## src/rtl/k_energy_envelope.sv

```systemverilog
// k_energy_envelope
// Frame-based envelope follower for the compressor datapath. Per-bin energy
// samples are summed over FRAME_LEN bins into a frame mean, the frame peak is
// tracked alongside, and the mean is smoothed by an attack/release one-pole
// filter. The result goes to the gain computer over an AXI-Stream master port.
//
// Output handshake: m_axis_tvalid rises when a new envelope is ready and then
// stays high, with m_axis_tdata stable, until the edge where m_axis_tvalid and
// m_axis_tready are both high. On that edge the beat is transferred.
// m_axis_tvalid never depends combinationally on m_axis_tready. The input side
// has no backpressure. If a frame completes while an envelope is still
// waiting, the new frame is dropped and counted in drop_count.

module k_energy_envelope #(
    parameter int IN_WIDTH      = 40,
    parameter int LOG2_FRAME    = 9,
    parameter int ATTACK_SHIFT  = 2,
    parameter int RELEASE_SHIFT = 6
) (
    input  logic                clk,
    input  logic                aresetn,
    input  logic [IN_WIDTH-1:0] in_energy,
    input  logic                in_valid,
    output logic [IN_WIDTH-1:0] m_axis_tdata,
    output logic                m_axis_tvalid,
    input  logic                m_axis_tready,
    output logic [IN_WIDTH-1:0] frame_peak,
    output logic [15:0]         drop_count,
    output logic [1:0]          dbg_state
);

    // The accumulator carries LOG2_FRAME guard bits, so a full frame of
    // maximum-value samples cannot overflow it.
    localparam int ACC_W = IN_WIDTH + LOG2_FRAME;

    // FRAME_LEN-1 is all ones in a LOG2_FRAME-bit counter.
    localparam logic [LOG2_FRAME-1:0] LAST_BIN = '1;

    localparam logic [15:0] DROP_MAX = 16'hFFFF;

    // Envelope state machine encoding.
    localparam logic [1:0] S_ACCUM  = 2'd0;
    localparam logic [1:0] S_SMOOTH = 2'd1;
    localparam logic [1:0] S_OUTPUT = 2'd2;

    // ------------------------------------------------------------------
    // State
    // ------------------------------------------------------------------
    logic [ACC_W-1:0]      acc_q;
    logic [LOG2_FRAME-1:0] cnt_q;
    logic [IN_WIDTH-1:0]   run_peak_q;
    logic [IN_WIDTH-1:0]   frame_peak_q;

    logic [1:0]            state_q,  state_d;
    logic [IN_WIDTH-1:0]   mean_q,   mean_d;
    logic [IN_WIDTH-1:0]   env_q,    env_d;
    logic                  tvalid_q, tvalid_d;
    logic [15:0]           drop_q,   drop_d;

    // ------------------------------------------------------------------
    // Frame datapath (combinational)
    // ------------------------------------------------------------------
    logic [ACC_W-1:0]      acc_sum;
    logic [IN_WIDTH-1:0]   frame_mean;
    logic [IN_WIDTH-1:0]   peak_next;
    logic                  frame_done;
    logic                  handshake;

    // Accumulate, take the floor mean, and update the running max.
    always_comb begin
        acc_sum    = acc_q + {{LOG2_FRAME{1'b0}}, in_energy};
        frame_mean = acc_sum[ACC_W-1:LOG2_FRAME];
        peak_next  = (in_energy > run_peak_q) ? in_energy : run_peak_q;
        frame_done = in_valid && (cnt_q == LAST_BIN);
        handshake  = tvalid_q && m_axis_tready;
    end

    // ------------------------------------------------------------------
    // Attack/release smoother (combinational)
    // ------------------------------------------------------------------
    logic                  rising;
    logic [IN_WIDTH-1:0]   diff_up;
    logic [IN_WIDTH-1:0]   diff_dn;
    logic [IN_WIDTH-1:0]   env_smoothed;

    // Each difference is taken larger-minus-smaller, so the step never moves
    // env past mean and env cannot wrap in either direction.
    always_comb begin
        rising  = mean_q > env_q;
        diff_up = mean_q - env_q;
        diff_dn = env_q - mean_q;
        if (rising) begin
            env_smoothed = env_q + (diff_up >> ATTACK_SHIFT);
        end else begin
            env_smoothed = env_q - (diff_dn >> RELEASE_SHIFT);
        end
    end

    // ------------------------------------------------------------------
    // Frame accumulation (runs in every FSM state, input never stalls)
    // ------------------------------------------------------------------

    // Accumulate sum, running peak and bin count; clear at frame end.
    always_ff @(posedge clk or negedge aresetn) begin
        if (!aresetn) begin
            acc_q      <= '0;
            cnt_q      <= '0;
            run_peak_q <= '0;
        end else if (in_valid) begin
            if (frame_done) begin
                acc_q      <= '0;
                cnt_q      <= '0;
                run_peak_q <= '0;
            end else begin
                acc_q      <= acc_sum;
                cnt_q      <= cnt_q + 1'b1;
                run_peak_q <= peak_next;
            end
        end
    end

    // Publish the peak of every completed frame, dropped frames included.
    always_ff @(posedge clk or negedge aresetn) begin
        if (!aresetn) begin
            frame_peak_q <= '0;
        end else if (frame_done) begin
            frame_peak_q <= peak_next;
        end
    end

    // ------------------------------------------------------------------
    // Envelope FSM
    // ------------------------------------------------------------------

    // Next-state logic: latch mean, smooth once, hold the beat until taken.
    always_comb begin
        state_d  = state_q;
        mean_d   = mean_q;
        env_d    = env_q;
        tvalid_d = tvalid_q;
        drop_d   = drop_q;

        case (state_q)
            S_ACCUM: begin
                if (frame_done) begin
                    mean_d  = frame_mean;
                    state_d = S_SMOOTH;
                end
            end

            // A frame is at least four bins long, so no frame can complete
            // during this single cycle.
            S_SMOOTH: begin
                env_d    = env_smoothed;
                tvalid_d = 1'b1;
                state_d  = S_OUTPUT;
            end

            S_OUTPUT: begin
                if (handshake) begin
                    tvalid_d = 1'b0;
                    if (frame_done) begin
                        // The beat leaves on the same edge the new frame
                        // lands, so the new frame is kept, not dropped.
                        mean_d  = frame_mean;
                        state_d = S_SMOOTH;
                    end else begin
                        state_d = S_ACCUM;
                    end
                end else if (frame_done) begin
                    // Previous envelope not yet taken: discard this frame.
                    if (drop_q != DROP_MAX) begin
                        drop_d = drop_q + 16'd1;
                    end
                end
            end

            default: begin
                state_d  = S_ACCUM;
                tvalid_d = 1'b0;
            end
        endcase
    end

    // FSM and envelope registers.
    always_ff @(posedge clk or negedge aresetn) begin
        if (!aresetn) begin
            state_q  <= S_ACCUM;
            mean_q   <= '0;
            env_q    <= '0;
            tvalid_q <= 1'b0;
            drop_q   <= '0;
        end else begin
            state_q  <= state_d;
            mean_q   <= mean_d;
            env_q    <= env_d;
            tvalid_q <= tvalid_d;
            drop_q   <= drop_d;
        end
    end

    // ------------------------------------------------------------------
    // Outputs
    // ------------------------------------------------------------------
    assign m_axis_tdata  = env_q;
    assign m_axis_tvalid = tvalid_q;
    assign frame_peak    = frame_peak_q;
    assign drop_count    = drop_q;
    assign dbg_state     = state_q;

endmodule

```

## config.mk

```make
export PLATFORM = sky130hd
export DESIGN_NAME = k_energy_envelope
export DESIGN_NICKNAME = d
export VERILOG_FILES = /design/src/rtl/k_energy_envelope.sv
export SDC_FILE = /design/constraint.sdc
export NUM_CORES = 1
export LEC_CHECK = 0
export CELL_PAD_IN_SITES_DETAIL_PLACEMENT = 0
export CELL_PAD_IN_SITES_GLOBAL_PLACEMENT = 1
export CORE_MARGIN = 2
export CORE_UTILIZATION = 42
export DETAILED_ROUTE_END_ITERATION = 10
export HOLD_SLACK_MARGIN = 0.05
export PLACE_DENSITY_LB_ADDON = 0.1
export REMOVE_ABC_BUFFERS = 1
export SETUP_SLACK_MARGIN = 0.3
export SYNTH_ARGS = -nofsm -noshare
export SYNTH_HDL_FRONTEND = slang
export SYNTH_SLANG_ARGS = --single-unit
```

## constraint.sdc

```tcl
create_clock -name clk -period 6.15 [get_ports clk]
set_input_delay 0.615 -clock clk [delete_from_list [all_inputs] [get_ports clk]]
set_output_delay 0.615 -clock clk [all_outputs]
set_load 0.02 [all_outputs]
```

Word-level counts from Yosys, hierarchy flattened
Cells that the tools add are included.
- memory bits (writable): 0
- memories: 0
- output and inout bits: 99
- input port bits: 44
- memory bits (read-only): 0
- logic and storage cells: 48
- register bits after elaboration: 237
- latch bits: 0
- bitwise logic cells: 2
- muxes and demuxes: 14
- $lt $le $gt $ge: 2
- reduce and logical (&&, ||, !) cells: 8
- add/sub/neg operators: 7
- div/mod/pow operators: 0
- equality and inequality tests: 6
- multiply operators: 0
- shifts and indexed selects: 0
- operator list (cell ; count):
    $mux W40 ; 5
    $gt A40 B40 Y1 ; 2
    $pmux W40 S2 ; 1
    $sub A40 B40 Y40 ; 2
    $add A49 B40 Y49 ; 1
    $mux W49 ; 1
    $add A40 B38 Y40 ; 1
    $sub A40 B34 Y40 ; 1
    $add A16 B1 Y16 const B ; 1
    $ne A16 B16 Y1 const B ; 1
    $add A9 B1 Y9 const B ; 1
    $eq A9 B9 Y1 const B ; 1
    $mux W9 ; 1
    $pmux W2 S3 ; 1
    $reduce_and A2 Y1 ; 3
    $mux W2 ; 2
    $ne A2 B2 Y1 const B ; 2
    $reduce_and A4 Y1 ; 1
    $pmux W1 S3 ; 1
    $eq A2 B1 Y1 const B ; 1
    $eq A2 B2 Y1 const B ; 1
    $logic_and A1 B1 Y1 ; 2
    $logic_not A2 Y1 ; 1
    $mux W1 ; 2
    2 further kinds ; 3

Longest topological paths before layout
Gate-level depths: netlist of run 1.
- word-level depth: 5
- depth in mapped cells: 27
- gate-level depth less buffers: 26

Least setup slack after synthesis of run 1
No wires, ideal clock.
- kind: flip-flop to flip-flop
- start: register env_q[31], in the netlist m_axis_tdata[31]
- end: register env_q[39], in the netlist m_axis_tdata[39]
- data required time: 6.017 ns
- slack: 0.122 ns
- setup time: 0.133 ns
- buffers on the path: 3
- arrival time: 5.894 ns
- period minus slack after synthesis: 6.028 ns
- cell stages (with the launch flop): 26
- cells stage by stage: dfrtp_1 inv_1 ha_1 clkbuf_1 nand2_1 nor4_1 and4_1 a32o_1 a211o_1 a21bo_2 o21a_1 clkbuf_1 clkbuf_1 nor3_1 a21oi_1 ha_1 a21o_1 a22oi_1 o21ai_0 o211ai_1 o21ai_0 a21oi_1 o221a_2 mux2_2 a221oi_1 nand3_1
- word-level cells in the longest chain between the ends: 3
- elaborated cells on any way between the ends: 6
- those cells by class: add/sub: 4; order compare: 1; mux: 1
- RTL lines (element ; line ; source):
    start, declared ; 56 ; logic [IN_WIDTH-1:0] env_q, env_d;
    start signal, assigned ; 196 ; env_q <= env_d;
    $sub A40 B40 Y40 (on tied branches) ; 91, 90 ;
    $sub A40 B34 Y40 or $add A40 B38 Y40 (tied branches) ; 95, 93 ;
    $mux W40 * ; 92 ; if (rising) begin
Every way passes the cells marked *; elsewhere a longest branch is shown, timed or not.
A chain may end at the register's enable or synchronous reset.

Worst setup path in the final report of run 1
- start: register env_q[2], in the netlist m_axis_tdata[2]
- end: register env_q[39], in the netlist m_axis_tdata[39]
The elaborated chain is that of the path after synthesis.

==> results_tabular.tex, run 1 <==
\begin{tabular}{lr}
\hline
Metric & Value \\
\hline
\multicolumn{2}{l}{\textbf{Run status}} \\
Run status & finished, final reports clean \\
\multicolumn{2}{l}{\textbf{Routing}} \\
Number of DRC violations after detailed-routing iteration 0 & 1370 \\
Total via count after detailed routing & 19900 \\
Routed WL & 70500 um \\
Total DRC errors in the routed layout & 0 \\
Average wire per cell in the routed design & 20.8 um \\
Antenna-violating nets left & 0 \\
Vias per Instance & 5.89 \\
Initial DRT Pass Iterations & 6 \\
\multicolumn{2}{l}{\textbf{Critical path}} \\
Kind of end point of the critical path & flip-flop \\
Arrival time reported for the critical path endpoint & 6.14 ns \\
Critical path buffers and inverters & 1 \\
Kind of launch point of the worst setup path & flip-flop \\
Series of cell instances along the critical path & inv\_1 -> ha\_4 -> o21ai\_4 -> a211oi\_4 -> or3b\_4 -> nand4\_1 -> nand3\_1 -> xor2\_1 -> or3\_4 -> or4\_4 -> or2\_4 -> xnor2\_2 -> mux2i\_1 -> ha\_1 -> a21oi\_2 -> o21bai\_1 -> a21o\_1 -> a21oi\_2 -> nor2b\_1 -> nor3\_1 -> o221a\_2 -> mux2\_2 -> a221oi\_2 -> nand3\_1 \\
Peak fanout along the critical path & 5 \\
Number of cells traversed by the worst register-to-register path & 24 \\
Top cell family by delay on the critical path & simple AND/OR/NAND/NOR gates \\
Worst reg2reg setup slack & 0.48 ns \\
Required time of the critical path & 6.62 ns \\
Source of the worst register-to-register timing path & m\_axis\_tdata[2] \\
Critical path's slowest cell & sky130\_fd\_sc\_hd\_\_or4\_4 \\
Crit Path Category & reg2reg \\
Critical register-to-register path endpoint & m\_axis\_tdata[39] \\
Slowest Stage Delay on Critical Path & 0.56 ns \\
\multicolumn{2}{l}{\textbf{Timing}} \\
Slew margin rel. & 31.1\% \\
Final min period & 5.67 ns \\
Period utilization & 92.2\% \\
Worst slew pin tran & 1.03 ns \\
Fin. Hold Viols & 0 \\
Worst Clk Skew & 0.0244 ns \\
Unrepaired setup endpoints after global routing & true \\
Number of pins with negative max-slew slack in the final report & 0 \\
Highest clock frequency the design can meet & 176 MHz \\
Worst setup margin & 0.479 ns \\
Number of setup violations in the final report & 0 \\
\multicolumn{2}{l}{\textbf{Cells and area}} \\
Combined flip-flop and latch cell area & 5930 sq um \\
Proportion of layout cells with a drive suffix above 1 & 14.9\% \\
Final net count & 3004 \\
Combined area of the multi-input logic cells & 14000 sq um \\
Area Overhead vs Synth & 24.3\% \\
Layout Utilization & 53.1\% \\
Layout Cell Area excl Fill & 25400 sq um \\
Inserted Diodes & 0 \\
Layout filler cell count & 4581 \\
Count of placed standard cells in the final layout, fillers left out & 3387 \\
\multicolumn{2}{l}{\textbf{Floorplan}} \\
Floorplan die height & 225 um \\
Horizontal die dimension & 225 um \\
FP Rows & 80 \\
Area of the placeable core & 47800 sq um \\
Initial standard-cell utilization of the core & 42.7\% \\
Boundary pin count & 143 \\
Full die area & 50400 sq um \\
\multicolumn{2}{l}{\textbf{Clock tree}} \\
Clock latency on the worst-skew pair & 0.59 ns \\
Clock root buffer & sky130\_fd\_sc\_hd\_\_clkbuf\_16 \\
Number of buffers created by CTS & 30 \\
Clock input transition at the sequential cells of the worst setup and hold paths & 0.06 ns \\
Number of H-tree levels & 1 \\
Cts hold-fix bufs & 0 \\
Sinks on Clock Net & 237 \\
Clock tree from TritonCTS & yes \\
Bufs on Longest Clock Path & 3 \\
\multicolumn{2}{l}{\textbf{Global route}} \\
Number of antenna violations at the first check in global routing & 0 \\
Total overflow reported by the global router & 0 \\
First-pass GRT wire length & 109000 um \\
Pin count of the biggest net entering global routing & 149 \\
Via count of the first global-routing pass & 19300 \\
Global-route total usage across every layer & 27.2\% \\
\multicolumn{2}{l}{\textbf{Synth}} \\
Sequential element share of the synthesized area & 29.0\% \\
Largest cells by area after synthesis & sky130\_fd\_sc\_hd\_\_dfrtp\_1 (29\%), sky130\_fd\_sc\_hd\_\_ha\_1 (12\%), sky130\_fd\_sc\_hd\_\_o21ai\_0 (5.1\%) \\
Library cell with the largest summed area after synthesis & sky130\_fd\_sc\_hd\_\_dfrtp\_1 \\
Async set or reset register ratio after synthesis & 100\% \\
Top post-synthesis cells by count & sky130\_fd\_sc\_hd\_\_dfrtp\_1 (237), sky130\_fd\_sc\_hd\_\_o21ai\_0 (210), sky130\_fd\_sc\_hd\_\_ha\_1 (204) \\
FF+latch count, synth & 237 \\
Portion of synthesized cell area occupied by the leading cell type & 29.0\% \\
Number of synthesized flops with an enable pin & 0 \\
Number of distinct standard cells referenced by the synthesized netlist & 88 \\
Flip-flop cell with the highest count after synthesis & sky130\_fd\_sc\_hd\_\_dfrtp\_1 \\
Number of standard cells after synthesis & 2486 \\
Mean Syn Cell Area & 8.22 sq um \\
Ys Warns & 0 \\
Most frequently used cell type in the post-synthesis netlist & sky130\_fd\_sc\_hd\_\_dfrtp\_1 \\
Cell Area, Synth & 20400 sq um \\
\multicolumn{2}{l}{\textbf{Power and ir drop}} \\
Net Sw Power & 2430 uW \\
Total power density per cell area & 252 nW/um\^{}2 \\
Leakage power total & 0.0117 uW \\
Switching portion of total power & 37.9\% \\
Total internal power & 3970 uW \\
Power share of the combinational group & 38.9\% \\
Sequential cell fraction of total power & 33.0\% \\
Highest ir drop seen on vdd & 0.000234 V \\
Part of the power in the clock network & 28.2\% \\
\multicolumn{2}{l}{\textbf{Placed design}} \\
Detail Placement HPWL & 53400 um \\
Final GP Congestion & 0.985 \\
Count of input and output buffers & 142 \\
Worst slack at placement & -0.0660 ns \\
Area after DPL & 23600 sq um \\
Number of cells in the design after placement & 3317 \\
\multicolumn{2}{l}{\textbf{Min path}} \\
Worst hold path class & in2async \\
\multicolumn{2}{l}{\textbf{Run}} \\
Max-capacitance violation count & 0 \\
\hline
\end{tabular}
## cells in the final DEF (no fill, tap or decap), types with 8 or more instances in the layout
cell / instances
sky130_fd_sc_hd__a211oi_1: 19
sky130_fd_sc_hd__a21o_1: 89
sky130_fd_sc_hd__a21oi_1: 161
sky130_fd_sc_hd__a21oi_2: 15
sky130_fd_sc_hd__a221oi_1: 8
sky130_fd_sc_hd__a31o_2: 8
sky130_fd_sc_hd__a31oi_1: 55
sky130_fd_sc_hd__and2_1: 17
sky130_fd_sc_hd__and3_1: 24
sky130_fd_sc_hd__buf_4: 205
sky130_fd_sc_hd__clkbuf_16: 31
sky130_fd_sc_hd__clkdlybuf4s50_1: 141
sky130_fd_sc_hd__dfrtp_1: 235
sky130_fd_sc_hd__ha_1: 183
sky130_fd_sc_hd__ha_2: 11
sky130_fd_sc_hd__ha_4: 10
sky130_fd_sc_hd__inv_1: 175
sky130_fd_sc_hd__mux2i_1: 12
sky130_fd_sc_hd__nand2_1: 188
sky130_fd_sc_hd__nand2b_1: 31
sky130_fd_sc_hd__nand3_1: 90
sky130_fd_sc_hd__nand4_1: 39
sky130_fd_sc_hd__nor2_1: 163
sky130_fd_sc_hd__nor2b_1: 17
sky130_fd_sc_hd__nor3_1: 52
sky130_fd_sc_hd__nor3b_1: 8
sky130_fd_sc_hd__nor4_1: 11
sky130_fd_sc_hd__o211ai_1: 16
sky130_fd_sc_hd__o21a_1: 30
sky130_fd_sc_hd__o21ai_0: 201
sky130_fd_sc_hd__o21ai_1: 11
sky130_fd_sc_hd__o21bai_1: 23
sky130_fd_sc_hd__o22ai_1: 8
sky130_fd_sc_hd__o2bb2ai_1: 68
sky130_fd_sc_hd__o31ai_1: 15
sky130_fd_sc_hd__or2_2: 8
sky130_fd_sc_hd__or3_1: 15
sky130_fd_sc_hd__xnor2_1: 102
sky130_fd_sc_hd__xor2_1: 55
## metal layers
layer / global-route usage (%) / vias to the layer above / wire (um)
met5: 0 / - / 0
met4: 8.18 / 0 / 1950
met3: 3.51 / 105 / 3950
met2: 42.8 / 619 / 31400
met1: 38.9 / 9624 / 33200
li1: - / 9590 / -
## metrics by stage
| stage | hold slack, ns | setup TNS [ns] | total power [uW] |
|---|---|---|---|
| floorplan | 0.319 | -3.96 | 3880 |
| global placement | 0.473 | 0 | 4540 |
| detailed placement | 0.477 | -0.121 | 4610 |
| CTS | 0.0953 | 0 | 6440 |
| global route | 0.123 | 0 | 6850 |
| finish | 0.0729 | 0 | 6400 |
## worst max path at each step
stage,startpoint,endpoint,slack [ns],depth (start not counted)
3_3_place_gp,m_axis_tdata[15],m_axis_tdata[32],0.09,24
4_1_cts,m_axis_tdata[2],m_axis_tdata[36],0.26,24
3_5_place_dp,m_axis_tdata[15],m_axis_tdata[36],-0.07,24
2_1_floorplan,m_axis_tdata[31],m_axis_tdata[32],-0.57,23
6_report,m_axis_tdata[2],m_axis_tdata[39],0.48,24
5_1_grt,m_axis_tdata[13],m_axis_tdata[39],0.17,24
## cell type report
| class | instances | area share (%) |
|---|---|---|
| Clock buffer | 41 | 3.32 |
| Clock inverter | 9 | 0.493 |
| Inverter | 178 | 2.63 |
| Multi-Input combinational cell | 1957 | 55.3 |
| Sequential cell | 237 | 23.4 |
| Tap cell | 615 | 3.03 |
| Timing Repair Buffer | 350 | 11.8 |
## flip-flops by register name (all words and copies together) (netlist names)
register       flops
acc_q             49
cnt_q              9
dbg_state          2
drop_count        16
frame_peak        40
m_axis_tdata      40
m_axis_tvalid      1
mean_q            40
run_peak_q        40
## power by group through the flow
| stage | clock, uW | combinational (uW) | sequential, uW |
|---|---|---|---|
| CTS | 1840 | 2490 | 2100 |
| global placement | 0 | 2430 | 2120 |
| global route | 1910 | 2790 | 2150 |
| detailed placement | 0 | 2480 | 2130 |
| floorplan | 0 | 1800 | 2080 |
| finish | 1800 | 2490 | 2110 |
## what timing repair did
item	in CTS	in global routing
hold endpoints to repair	0	0
buffers inserted	1	18
pin swaps	3	37
endpoints found under the setup margin	14	17
gates cloned	0	1
gates resized for setup	13	128
## logic make-up (layout without fill, tap and decap cells)
family	count (synthesis)	count (layout)	synth area share, %
AO/OA/AOI/OAI	840	841	27.2
XOR/XNOR	163	163	6.99
buffers and inverters	293	578	5.55
adder cells (fa/ha/maj)	206	206	12.7
AND/OR/NAND/NOR	728	728	17.5
multiplexers	19	19	0.968
flip-flops	237	237	29.0
(Power assumes the default switching activity.)
==> run 2: changes to the inputs <==
Settings changed: MAX_ROUTING_LAYER set to met4.
==> run 2 against run 1 <==
  * Sequential power about the same
  * Combinational power up 2%
  * Clock-buffer cell count down 1
  * Global-route usage up 0.59 points
  * Via count down 0.53%
  * Final area up 0.63%
  * Critical path depth unchanged
  * Sequential cell count unchanged
  * Die area unchanged
  * Largest cell class unchanged
  * Largest power group unchanged
  * Highest routed layer unchanged
==> results_tabular.tex, run 2 (synthesis gave the netlist of run 1 again) <==
\begin{tabular}{lr}
\hline
Metric & Value \\
\hline
\multicolumn{2}{l}{\textbf{Power and ir drop}} \\
Highest ir drop seen on vdd & 0.000299 V (+28\%) \\
Total power density per cell area & 255 nW/um\^{}2 (+1.0\%) \\
Leakage power total & 0.0118 uW (+0.71\%) \\
\multicolumn{2}{l}{\textbf{Timing}} \\
Worst slew pin tran & 1.03 ns (-0.00227 ns) \\
Number of setup violations in the final report & 0 (unchanged) \\
Worst Clk Skew & 0.0199 ns (-0.00451 ns) \\
Number of pins with negative max-slew slack in the final report & 0 (unchanged) \\
Highest clock frequency the design can meet & 175 MHz (-0.49\%) \\
Slew margin rel. & 31.3\% (+0.15 points) \\
Fin. Hold Viols & 0 (unchanged) \\
Unrepaired setup endpoints after global routing & true \\
Final min period & 5.70 ns (+0.0280 ns) \\
Period utilization & 92.7\% (+0.46 points) \\
\multicolumn{2}{l}{\textbf{Placed design}} \\
Count of input and output buffers & 142 (unchanged) \\
Area after DPL & 23700 sq um (+0.25\%) \\
Final GP Congestion & 0.996 (+1.1\%) \\
Detail Placement HPWL & 53300 um (-0.13\%) \\
\multicolumn{2}{l}{\textbf{Routing}} \\
Total via count after detailed routing & 19800 (-0.53\%) \\
Met2 WL & 31000 um (-1.3\%) \\
Antenna-violating nets left & 0 (unchanged) \\
Number of DRC violations after detailed-routing iteration 0 & 1212 (-12\%) \\
Routed length on met3 & 3380 um (-14\%) \\
Routed WL & 69100 um (-2.0\%) \\
Total DRC errors in the routed layout & 0 (unchanged) \\
Initial DRT Pass Iterations & 5 (-1) \\
Average wire per cell in the routed design & 20.3 um (-2.4\%) \\
Vias per Instance & 5.83 (-0.94\%) \\
Post-Route M1 WL & 32700 um (-1.6\%) \\
Uppermost layer routed & met4 \\
\multicolumn{2}{l}{\textbf{Floorplan}} \\
Area of the placeable core & 47800 sq um (unchanged) \\
FP Rows & 80 (unchanged) \\
Floorplan die height & 225 um (unchanged) \\
Horizontal die dimension & 225 um (unchanged) \\
Initial standard-cell utilization of the core & 42.7\% (unchanged) \\
Full die area & 50400 sq um (unchanged) \\
Boundary pin count & 143 (unchanged) \\
\multicolumn{2}{l}{\textbf{Global route}} \\
Global-route total usage across every layer & 27.8\% (+0.59 points) \\
Pin count of the biggest net entering global routing & 146 (-2.0\%) \\
Via count of the first global-routing pass & 19400 (+0.45\%) \\
Number of antenna violations at the first check in global routing & 0 (unchanged) \\
Total overflow reported by the global router & 0 (unchanged) \\
First-pass GRT wire length & 109000 um (-0.44\%) \\
\multicolumn{2}{l}{\textbf{Clock tree}} \\
Clock input transition at the sequential cells of the worst setup and hold paths & 0.06 ns (about the same) \\
Cts hold-fix bufs & 0 (unchanged) \\
Number of buffers created by CTS & 30 (unchanged) \\
Clock latency on the worst-skew pair & 0.61 ns (+0.02 ns) \\
Number of H-tree levels & 1 (unchanged) \\
Clock tree from TritonCTS & yes \\
Sinks on Clock Net & 237 (unchanged) \\
Clock root buffer & sky130\_fd\_sc\_hd\_\_clkbuf\_16 \\
Bufs on Longest Clock Path & 3 (unchanged) \\
\multicolumn{2}{l}{\textbf{Cells and area}} \\
Final net count & 3015 (+0.37\%) \\
Register containing the most flip-flops in the final layout & acc\_q \\
Commonest cells after routing, fill and taps aside & sky130\_fd\_sc\_hd\_\_dfrtp\_1 (235), sky130\_fd\_sc\_hd\_\_buf\_4 (214), sky130\_fd\_sc\_hd\_\_o21ai\_0 (197) \\
Largest register FFs & 49 (unchanged) \\
Layout Utilization & 53.4\% (+0.33 points) \\
Most common cell after layout, fill and taps aside & sky130\_fd\_sc\_hd\_\_dfrtp\_1 \\
Inserted Diodes & 0 (unchanged) \\
Layout Cell Area excl Fill & 25500 sq um (+0.63\%) \\
Area Overhead vs Synth & 25.1\% \\
Proportion of layout cells with a drive suffix above 1 & 15.8\% (+0.86 points) \\
\multicolumn{2}{l}{\textbf{Critical path}} \\
Required time of the critical path & 6.62 ns (about the same) \\
Kind of end point of the critical path & flip-flop \\
Kind of launch point of the worst setup path & flip-flop \\
Arrival time reported for the critical path endpoint & 6.17 ns (+0.03 ns) \\
Crit Path Category & reg2reg \\
Peak fanout along the critical path & 6 (+1) \\
Worst reg2reg setup slack & 0.45 ns (-0.03 ns) \\
\multicolumn{2}{l}{\textbf{Run}} \\
Max-capacitance violation count & 0 (unchanged) \\
\multicolumn{2}{l}{\textbf{Run status}} \\
Run status & finished, final reports clean \\
\multicolumn{2}{l}{\textbf{Min path}} \\
Worst hold path class & in2async \\
\hline
\end{tabular}
==> run 2: repair_timing <==
| action | 4_1_cts | 5_1_grt |
|---|---|---|
| gates resized for setup | 26 | 128 |
| setup endpoints to repair | 12 | 17 |
| setup buffers | 4 | 19 |
| pin swaps | 12 | 54 |
==> run 2: final cells by class <==
type / instances / area [sq um]
Multi-Input combinational cell: 1956 / 14000
Fill cell: 4574 / 22300
Timing Repair Buffer: 362 / 3110
Inverter: 178 / 668
Clock inverter: 13 / 193
Sequential cell: 237 / 5930
Clock buffer: 40 / 838
Tap cell: 615 / 769
==> run 2: per-layer routing <==
layer / global-route usage, % / vias up
li1: - / 9590
met1: 38.4 / 9585
met2: 43.8 / 552
met3: 2.63 / 106
met4: 7.22 / 0
met5: - / -
==> run 2: through the flow <==
step	setup slack (ns)	cells	hold slack [ns]	total power, uW	setup TNS, ns
4_1_cts	0.305	3382	0.0731	6540	0
3_3_place_gp	0.166	3325	0.473	4570	0
3_5_place_dp	0.0315	3325	0.480	4630	0
6_report	0.451	3401	0.0489	6500	0
2_1_floorplan	-0.575	2371	0.319	3880	-3.96
5_1_grt	0.178	3401	0.111	6930	0
==> run 2: path summary, 6_finish.rpt <==
path / startpoint / cells after the start / endpoint
min: aresetn / 1 / m_axis_tdata[13]
max: m_axis_tdata[21] / 24 / m_axis_tdata[39]
max reg2reg: m_axis_tdata[21] / 24 / m_axis_tdata[39]
min in group clk: acc_q[22] / 1 / acc_q[22]
min reg2reg: acc_q[22] / 1 / acc_q[22]
max in group asynchronous: aresetn / 2 / drop_count[5]
==> run 2: power by group <==
part | switching, uW | total, uW | internal [uW]
combinational | 1500 | 2530 | 1030
sequential | 237 | 2110 | 1870
clock | 750 | 1870 | 1120
==> run 2: worst max-delay path: stages, from the launching register on <==
cell and delay [ns]:
sky130_fd_sc_hd__dfrtp_1 0.43, sky130_fd_sc_hd__inv_1 0.07, sky130_fd_sc_hd__ha_1 0.33, sky130_fd_sc_hd__buf_4 0.18, sky130_fd_sc_hd__nand2_1 0.22, sky130_fd_sc_hd__o21ai_0 0.31, sky130_fd_sc_hd__or2_2 0.38, sky130_fd_sc_hd__o311a_1 0.29
sky130_fd_sc_hd__o311ai_0 0.12, sky130_fd_sc_hd__buf_4 0.20, sky130_fd_sc_hd__o211ai_1 0.14, sky130_fd_sc_hd__nand4b_1 0.26, sky130_fd_sc_hd__buf_4 0.18, sky130_fd_sc_hd__buf_4 0.14, sky130_fd_sc_hd__or2_4 0.26, sky130_fd_sc_hd__o31ai_2 0.18
sky130_fd_sc_hd__o211ai_1 0.17, sky130_fd_sc_hd__ha_1 0.36, sky130_fd_sc_hd__o21ai_1 0.09, sky130_fd_sc_hd__or3_1 0.32, sky130_fd_sc_hd__o221a_2 0.29, sky130_fd_sc_hd__buf_6 0.14, sky130_fd_sc_hd__nor4b_2 0.16, sky130_fd_sc_hd__a221oi_2 0.27
sky130_fd_sc_hd__nand3_1 0.10
==> run 3: changes to the inputs <==
Settings changed: ABC_CLOCK_PERIOD_IN_PS set to 6150, CTS_CLUSTER_SIZE set to 14.
==> run 3 against run 2 <==
  * Die area unchanged
  * Non-clock buffer count is 5 lower
  * Sequential cell count unchanged
  * Critical path type unchanged
==> results_tabular.tex, run 3 (synthesis gave the netlist of run 1 again) <==
\begin{tabular}{lr}
\hline
Metric & Value \\
\hline
\multicolumn{2}{l}{\textbf{Cells and area}} \\
Final net count & 3010 (-0.17\%) \\
Proportion of layout cells with a drive suffix above 1 & 15.5\% (-0.26 points) \\
Inserted Diodes & 0 (unchanged) \\
Register containing the most flip-flops in the final layout & acc\_q \\
Area Overhead vs Synth & 24.8\% \\
Count of placed standard cells in the final layout, fillers left out & 3397 (-0.12\%) \\
Commonest cells after routing, fill and taps aside & sky130\_fd\_sc\_hd\_\_dfrtp\_1 (235), sky130\_fd\_sc\_hd\_\_buf\_4 (209), sky130\_fd\_sc\_hd\_\_o21ai\_0 (197) \\
Layout filler cell count & 4585 (+0.24\%) \\
Largest register FFs & 49 (unchanged) \\
Most common cell after layout, fill and taps aside & sky130\_fd\_sc\_hd\_\_dfrtp\_1 \\
\multicolumn{2}{l}{\textbf{Clock tree}} \\
Sinks on Clock Net & 237 (unchanged) \\
Clock root buffer & sky130\_fd\_sc\_hd\_\_clkbuf\_16 \\
Number of H-tree levels & 1 (unchanged) \\
Number of buffers created by CTS & 29 (-3.3\%) \\
Bufs on Longest Clock Path & 3 (unchanged) \\
Clock input transition at the sequential cells of the worst setup and hold paths & 0.06 ns (about the same) \\
Clock tree from TritonCTS & yes \\
Clock latency on the worst-skew pair & 0.60 ns (about the same) \\
\multicolumn{2}{l}{\textbf{Global route}} \\
Total overflow reported by the global router & 0 (unchanged) \\
Number of antenna violations at the first check in global routing & 0 (unchanged) \\
Via count of the first global-routing pass & 19400 (-0.19\%) \\
Global-route total usage across every layer & 27.8\% (+0.070 points) \\
Pin count of the biggest net entering global routing & 146 (unchanged) \\
First-pass GRT wire length & 109000 um (+0.20\%) \\
\multicolumn{2}{l}{\textbf{Power and ir drop}} \\
Overall Power & 6450 uW (-0.82\%) \\
Net Sw Power & 2480 uW (-0.22\%) \\
Total internal power & 3970 uW (-1.2\%) \\
Leakage power total & 0.0117 uW (-0.19\%) \\
Total power density per cell area & 253 nW/um\^{}2 (-0.57\%) \\
Sequential cell fraction of total power & 32.7\% (+0.3 points) \\
Highest ir drop seen on vdd & 0.000280 V (-6.2\%) \\
Power share of the combinational group & 39.0\% (+0.2 points) \\
Part of the power in the clock network & 28.2\% (-0.5 points) \\
Switching portion of total power & 38.4\% (+0.23 points) \\
\multicolumn{2}{l}{\textbf{Placed design}} \\
Final GP Congestion & 0.996 (unchanged) \\
Count of input and output buffers & 142 (unchanged) \\
Detail Placement HPWL & 53300 um (unchanged) \\
Number of cells in the design after placement & 3325 (unchanged) \\
\multicolumn{2}{l}{\textbf{Timing}} \\
Period utilization & 92.8\% (+0.18 points) \\
Worst hold-check slack & 0.0599 ns (+0.0110 ns) \\
Highest clock frequency the design can meet & 175 MHz (-0.20\%) \\
Unrepaired setup endpoints after global routing & true \\
Final min period & 5.71 ns (+0.0113 ns) \\
Total negative setup slack & 0 ns (unchanged) \\
Slew margin rel. & 33.7\% (+2.4 points) \\
Worst slew pin tran & 0.991 ns (-0.0357 ns) \\
Fin. Hold Viols & 0 (unchanged) \\
Worst Clk Skew & 0.0182 ns (-0.00175 ns) \\
Number of setup violations in the final report & 0 (unchanged) \\
Number of pins with negative max-slew slack in the final report & 0 (unchanged) \\
\multicolumn{2}{l}{\textbf{Floorplan}} \\
Floorplan die height & 225 um (unchanged) \\
Initial standard-cell utilization of the core & 42.7\% (unchanged) \\
Horizontal die dimension & 225 um (unchanged) \\
Area of the placeable core & 47800 sq um (unchanged) \\
Boundary pin count & 143 (unchanged) \\
Full die area & 50400 sq um (unchanged) \\
FP Rows & 80 (unchanged) \\
\multicolumn{2}{l}{\textbf{Routing}} \\
Average wire per cell in the routed design & 20.5 um (+0.93\%) \\
Total DRC errors in the routed layout & 0 (unchanged) \\
Total via count after detailed routing & 20000 (+0.73\%) \\
Number of DRC violations after detailed-routing iteration 0 & 1368 (+13\%) \\
Vias per Instance & 5.88 (+0.85\%) \\
Antenna-violating nets left & 0 (unchanged) \\
Routed WL & 69700 um (+0.81\%) \\
Initial DRT Pass Iterations & 5 (unchanged) \\
\multicolumn{2}{l}{\textbf{Critical path}} \\
Source of the worst register-to-register timing path & m\_axis\_tdata[21] \\
Kind of end point of the critical path & flip-flop \\
Arrival time reported for the critical path endpoint & 6.18 ns (about the same) \\
Peak fanout along the critical path & 6 (unchanged) \\
Worst reg2reg setup slack & 0.44 ns (about the same) \\
Critical register-to-register path endpoint & m\_axis\_tdata[39] \\
Number of cells traversed by the worst register-to-register path & 25 (+4.2\%) \\
Kind of launch point of the worst setup path & flip-flop \\
Launch point of the worst path & m\_axis\_tdata[21] \\
Crit Path Category & reg2reg \\
Required time of the critical path & 6.62 ns (about the same) \\
\multicolumn{2}{l}{\textbf{Run}} \\
Max-capacitance violation count & 0 (unchanged) \\
\multicolumn{2}{l}{\textbf{Min path}} \\
Worst hold path class & in2async \\
\multicolumn{2}{l}{\textbf{Run status}} \\
Run status & finished, final reports clean \\
\hline
\end{tabular}
[run 3: cell count changes in the layout (fill, tap and decap cells not counted), sizes merged]
| cell | before | now |
|---|---|---|
| clkinvlp | 1 | 2 |
| o21a | 31 | 32 |
| bufinv | 4 | 2 |
| inv | 177 | 178 |
| clkinv | 9 | 4 |
| clkbuf | 40 | 45 |
| buf | 221 | 216 |
[run 3: layer usage]
metal	wire, um	track usage (%)	share of wire [%]
met4	1790	6.41	2.6
met5	0	-	0
met1	32900	38.7	47
met2	31500	44.1	45
met3	3410	2.55	4.9
[run 3: power by group through the flow]
stage	Sequential [uW]	Combinational, uW	Clock, uW
after global placement	2120	2450	0
after floorplan	2080	1800	0
after CTS	2100	2520	1870
final	2110	2520	1820
after global routing	2150	2820	1930
after detailed placement	2120	2510	0
[run 3: cell type report]
type                            instances  area, sq um  share of cell area, %
Clock buffer                           45          886                   3.48
Clock inverter                          8          110                  0.432
Inverter                              178          668                   2.62
Multi-Input combinational cell       1957        14000                   55.1
Sequential cell                       237         5930                   23.3
Tap cell                              615          769                   3.02
Timing Repair Buffer                  357         3070                   12.1
[run 3: what timing repair did]
item,CTS,global route
endpoints found under the setup margin,11,16
hold buffers,0,0
gates cloned,0,1
pin swaps,12,54
setup buffers,4,14
gates resized for setup,25,127
[run 3: worst max-delay path by stage]
| stage | cells after the start | slack, ns | endpoint |
|---|---|---|---|
| finish | 25 | 0.44 | m_axis_tdata[39] |
| global route | 25 | 0.20 | m_axis_tdata[39] |
| CTS | 25 | 0.30 | m_axis_tdata[39] |
| detailed placement | 25 | 0.03 | m_axis_tdata[36] |
| global placement | 24 | 0.17 | m_axis_tdata[32] |
| floorplan | 23 | -0.57 | m_axis_tdata[32] |
[run 3: worst max-delay path: stages (launching register included)]
cell and delay [ns]:
sky130_fd_sc_hd__dfrtp_1 0.44, sky130_fd_sc_hd__inv_1 0.08, sky130_fd_sc_hd__ha_1 0.33, sky130_fd_sc_hd__buf_4 0.18, sky130_fd_sc_hd__inv_1 0.21, sky130_fd_sc_hd__o31ai_2 0.16, sky130_fd_sc_hd__nand2b_1 0.21, sky130_fd_sc_hd__buf_4 0.15
sky130_fd_sc_hd__nor2_1 0.23, sky130_fd_sc_hd__a211oi_2 0.13, sky130_fd_sc_hd__or3_1 0.36, sky130_fd_sc_hd__a221oi_2 0.30, sky130_fd_sc_hd__nand4b_1 0.18, sky130_fd_sc_hd__buf_4 0.18, sky130_fd_sc_hd__buf_4 0.14, sky130_fd_sc_hd__or2_4 0.26
sky130_fd_sc_hd__o31ai_2 0.18, sky130_fd_sc_hd__o211ai_1 0.16, sky130_fd_sc_hd__ha_1 0.36, sky130_fd_sc_hd__o21ai_1 0.09, sky130_fd_sc_hd__or3_1 0.32, sky130_fd_sc_hd__o221a_2 0.29, sky130_fd_sc_hd__buf_6 0.14, sky130_fd_sc_hd__nor4b_2 0.16
sky130_fd_sc_hd__a221oi_2 0.27, sky130_fd_sc_hd__nand3_1 0.10
[run 3: through the flow]
step | utilization, % | setup slack, ns | area, sq um
2_1_floorplan | - | -0.575 | 20000
3_3_place_gp | 49.5 | 0.166 | 23700
3_5_place_dp | 49.5 | 0.0315 | 23700
4_1_cts | 51.9 | 0.303 | 24800
5_1_grt | 53.3 | 0.200 | 25500
6_report | 53.3 | 0.440 | 25500
